## src/rtl/pa_risc_pkg.sv

```systemverilog
// Shared PA-RISC front-end definitions: address geometry, redirect FSM
// encoding and the redirect request record.
package pa_risc_pkg;

  localparam int ADDR_W     = 32;
  localparam int INSN_BYTES = 4;

  typedef enum logic {
    IDLE = 1'b0,
    PEND = 1'b1
  } state_t;

  // {J, n, tgt} as produced by the condition handler
  typedef struct packed {
    logic              j;
    logic              n;
    logic [ADDR_W-1:0] tgt;
  } redir_req_t;

endpackage

```

## src/rtl/redirect_buf.sv

```systemverilog
// Single-entry holding register for a redirect request. The first load
// wins until the entry is cleared; clear beats load.
module redirect_buf #(
  parameter int W = 34
) (
  input  logic         clk,
  input  logic         reset,
  input  logic         load,
  input  logic         clear,
  input  logic [W-1:0] din,
  output logic [W-1:0] dout,
  output logic         valid
);

  always_ff @(posedge clk) begin
    if (reset || clear) begin
      valid <= 1'b0;
    end else if (load && !valid) begin
      valid <= 1'b1;
      dout  <= din;
    end
  end

endmodule

```

## src/rtl/pc_redirect_unit.sv

```systemverilog
// PA-RISC PC/nPC pair with delayed branching, delay-slot nullification and
// a one-deep buffer that holds a branch resolved while the front end stalls.
module pc_redirect_unit #(
  parameter int                ADDR_W     = pa_risc_pkg::ADDR_W,
  parameter logic [ADDR_W-1:0] RESET_PC   = '0,
  parameter int                INSN_BYTES = pa_risc_pkg::INSN_BYTES
) (
  input  logic              clk,
  input  logic              reset,
  input  logic              le,
  input  logic              br_valid,
  input  logic              J,
  input  logic              n_in,
  input  logic [ADDR_W-1:0] tgt,
  output logic [ADDR_W-1:0] pc,
  output logic [ADDR_W-1:0] npc,
  output logic              nullify,
  output logic              redirect_pend
);
  import pa_risc_pkg::state_t;
  import pa_risc_pkg::IDLE;
  import pa_risc_pkg::PEND;

  // Same layout as pa_risc_pkg::redir_req_t, sized by this instance's ADDR_W
  typedef struct packed {
    logic              j;
    logic              n;
    logic [ADDR_W-1:0] tgt;
  } req_t;

  localparam int                REQ_W = $bits(req_t);
  localparam logic [ADDR_W-1:0] STEP  = ADDR_W'(INSN_BYTES);

  state_t            state;
  req_t              in_req;
  req_t              buf_req;
  req_t              act_req;
  logic [REQ_W-1:0]  buf_q;
  logic              buf_load;
  logic              buf_clear;
  logic              take;
  logic [ADDR_W-1:0] seq_npc;

  always_comb begin
    in_req.j   = J;
    in_req.n   = n_in;
    in_req.tgt = {tgt[ADDR_W-1:2], 2'b00};
    buf_req    = req_t'(buf_q);
    // while pending, the latched request is the only one that counts
    act_req    = (state == PEND) ? buf_req : in_req;
    take       = (state == PEND) || br_valid;
    buf_load   = (state == IDLE) && !le && br_valid;
    buf_clear  = (state == PEND) && le;
    seq_npc    = npc + STEP;
  end

  redirect_buf #(.W(REQ_W)) u_buf (
    .clk   (clk),
    .reset (reset),
    .load  (buf_load),
    .clear (buf_clear),
    .din   (REQ_W'(in_req)),
    .dout  (buf_q),
    .valid (redirect_pend)
  );

  always_ff @(posedge clk) begin
    if (reset) begin
      pc      <= RESET_PC;
      npc     <= RESET_PC + STEP;
      nullify <= 1'b0;
      state   <= IDLE;
    end else if (le) begin
      // the delay slot always issues; only npc is redirected
      pc      <= npc;
      npc     <= (take && act_req.j) ? act_req.tgt : seq_npc;
      nullify <= take && act_req.n;
      state   <= IDLE;
    end else if (state == IDLE && br_valid) begin
      state   <= PEND;
    end
  end

endmodule

```

## config.mk

```make
export PLATFORM = sky130hd
export DESIGN_NAME = pc_redirect_unit
export DESIGN_NICKNAME = d
export VERILOG_FILES = /design/src/rtl/pa_risc_pkg.sv /design/src/rtl/redirect_buf.sv /design/src/rtl/pc_redirect_unit.sv
export SDC_FILE = /design/constraint.sdc
export NUM_CORES = 1
export LEC_CHECK = 0
export CAP_MARGIN = 10
export CORE_MARGIN = 10
export CORE_UTILIZATION = 45
export DETAILED_ROUTE_END_ITERATION = 6
export GPL_TIMING_DRIVEN = 0
export PLACE_DENSITY_LB_ADDON = 0.08
export SLEW_MARGIN = 20
export SYNTH_ARGS = -nofsm -noshare
export SYNTH_HDL_FRONTEND = slang
export SYNTH_SLANG_ARGS = --single-unit
```

## constraint.sdc

```tcl
create_clock -name clk -period 3.2 [get_ports clk]
set_clock_uncertainty 0.1 [all_clocks]
set_input_delay 0.8 -clock clk [delete_from_list [all_inputs] [get_ports clk]]
set_output_delay 0.8 -clock clk [all_outputs]
set_load 0.02 [all_outputs]
```

==> impl_metrics.py <==
metrics = {
    "critical_path": {
        "path_cells": "clkdlybuf4s50_1, clkbuf_1, nor2_1, and3b_2",
        "crit_path_max_fanout": 32,
        "cp_slowest_stage_delay_ps": 720,
        "start_kind": "primary input",
        "critPathKind": "primary input to flop",
        "arrival_ps": 2590,
        "worstReg2RegEnd": "npc[28]",
        "crit_buf_inv": 2,
        "cp-end-kind": "flop",
        "rr_worst_depth": 6,
        "slowest_stage": "and3b_2",
        "rr_startpoint": "npc[2]",
        "endpoint": "u_buf.dout[20]",
        "cp_num_cells": 4,
        "r2r_setup_slack_ps": 770,
        "path_delay_family": "simple AND/OR/NAND/NOR gates",
        "crit_start": "le",
        "required_ps": 3100,
    },
    "cts": {
        "post_cts_buffers": 0,
        "h-tree-depth": 3,
        "clk_pin_slew_worst_paths_ps": 100,
        "cts_resized": 0,
        "postCtsHoldBufs": 0,
        "tritoncts": "done",
        "clkSinkCount": 95,
        "clk_latency_ps": 360,
        "cts-root-buf": "clkbuf_8",
        "cts-buffers-inserted": 9,
        "cts_buffer_depth": 2,
    },
    "pwr": {
        "p_leak_nw": 2.00,
        "ir_worst_vdd_v": 0.000194,
        "power_density_nw_per_um2": 429,
    },
    "final_layout": {
        "fin_cells": 699,
        "final.fill_count": 896,
        "num_antenna_cells": 0,
        "layout-drive-gt1-share": 0.0654,
        "fin_nets": 600,
        "syn_to_final_growth_pct": 29.4,
    },
    "synthesis": {
        "yosysSeqAreaShare": 0.500,
        "ys_async_sr_fraction": 0,
        "yosysTopAreaCell": "dfxtp_1",
        "synth_top_area_frac": 0.284,
        "yosysMostFrequentCell": "dfxtp_1",
        "syn_inst": 451,
        "yosys_warnings": 0,
        "synth_area_leaders": "dfxtp_1 (28%), edfxtp_1 (22%), mux2i_1 (13%), nor2_1 (5.2%), o21ai_0 (3.0%)",
        "ys_ff_latch": 95,
        "synth_edf_count": 32,
        "syn_area_per_cell_um2": 9.86,
        "synthFlopType": "dfxtp_1",
        "synthTopCellsByCount": "dfxtp_1 (63), nor2_1 (62), mux2i_1 (58)",
        "synthesis.area_um2": 4450,
        "synth_cell_types": 57,
    },
    "placed_design": {
        "dpl.hpwl_mm": 10.1,
        "dp_cells": 683,
        "io_buffers": 96,
        "gp_congestion": 0.871,
    },
    "sta": {
        "worst_slew_pin_slew_ps": 711,
        "setup_tns_ps": 0,
        "period_share": 0.840,
        "slew_viol_final": 0,
        "rsz0062_at_grt": "no",
        "setup_viol": 0,
        "finalHoldViolations": 0,
        "max-slew-margin-rel": 0.526,
        "fmax_mhz": 372,
        "min_period_ps": 2690,
    },
    "global_route": {
        "grt_start_max_net_pins": 33,
        "antenna_found_initial": 0,
        "grt-busiest-layer": "met2",
        "groute.usage.overall": 0.184,
        "grt_pass1_wl_mm": 21.3,
        "use_met1": 0.253,
        "met2_usage": 0.277,
        "grt_pass1_vias": 3878,
        "use_met3": 0.0487,
        "grt_overflow": 0,
    },
    "route": {
        "via_count": 3912,
        "vias_per_cell": 5.60,
        "dr.pass1.iters": 5,
        "wire_per_inst_um": 19.3,
        "drc_errors": 0,
        "drt_wl_total_mm": 13.5,
        "first_iter_violations": 288,
        "ant_nets": 0,
    },
    "die": {
        "io_pins": 104,
        "dieArea_um2": 14300,
        "die_x_um": 119,
        "rows": 36,
        "design.core.area_um2": 9680,
        "die_h_um": 119,
        "start_util": 0.459,
    },
    "flow_run": {
        "max-cap-violations": 0,
    },
    "status": {
        "status": "finished clean",
    },
    "min_path": {
        "min_path_type": "flop to flop",
    },
}
-- flip-flops by register name (all words and copies together) (netlist names) --
signal	count
npc	30
nullify	1
pc	30
state	1
u_buf.dout	32
u_buf.valid	1
-- where the power goes --
group	total, mW	internal, mW	switching [mW]
combinational	0.407	0.179	0.228
sequential	1.35	1.29	0.0539
clock	0.710	0.284	0.426
-- layer usage --
metal | share of wire | up-vias
li1 | - | 1871
met1 | 0.46 | 1857
met2 | 0.44 | 168
met3 | 0.083 | 16
met4 | 0.013 | 0
met5 | 0 | -
-- how the worst min path moves through the flow --
| stage | startpoint | end | cells after the start |
|---|---|---|---|
| global route | pc[6] | pc[6] | 2 |
| detailed placement | pc[11] | pc[11] | 2 |
| CTS | pc[17] | pc[17] | 2 |
| global placement | pc[20] | pc[20] | 2 |
| floorplan | u_buf.dout[32] | nullify | 2 |
| finish | pc[11] | pc[11] | 2 |
-- tightest hold or removal path, cell delays in order, from the launching register on --
cell and delay, ps:
dfxtp_1 340, mux2i_1 60, nor2_1 70
-- layout by cell type (no fill, tap or decap), drive strengths merged, types with 3 or more instances in the layout --
master / count
o22ai: 3
inv: 7
nor4: 5
nor3: 6
dfxtp: 63
edfxtp: 32
or3: 3
a22oi: 8
clkbuf: 28
o211ai: 7
o31ai: 5
and3: 4
o21ai: 27
clkdlybuf4s50: 96
nor3b: 4
nand3: 21
a32o: 3
a31oi: 6
nand4: 11
clkinv: 4
or4: 3
a21oi: 20
nand2: 28
buf: 18
nor2: 62
mux2i: 58
conb: 4
-- cell families after synthesis --
group / after synthesis / synth area share
mux: 60 / 0.136
flops: 95 / 0.500
buf+inv: 42 / 0.0411
compound gates: 92 / 0.131
other cells: 1 / 0.000844
xor+xnor: 1 / 0.00197
simple gates: 159 / 0.187
fa+ha+maj: 1 / 0.00281
-- final cells by class --
cell class	instances	area [um2]	area share
Buffer	35	156	0.0272
Clock buffer	11	131	0.0228
Clock inverter	5	35.0	0.00609
Inverter	7	26.3	0.00457
Multi-Input combinational cell	317	2050	0.357
Sequential cell	95	2220	0.386
Tap cell	133	166	0.0289
Timing Repair Buffer	96	961	0.167
-- metrics by stage --
| stage | hold slack [ps] | worst slack, ps | utilization | power [mW] | cell area, um2 |
|---|---|---|---|---|---|
| final | 398 | 511 | 0.594 | 2.47 | 5750 |
| after floorplan | 420 | 678 | - | 1.58 | 4460 |
| after global placement | 372 | -339 | 0.577 | 1.77 | 5580 |
| after detailed placement | 381 | 149 | 0.577 | 1.78 | 5590 |
| after global routing | 421 | 370 | 0.594 | 2.57 | 5750 |
| after CTS | 402 | 528 | 0.594 | 2.48 | 5750 |
No activity file was read; power rests on OpenSTA's default activity.
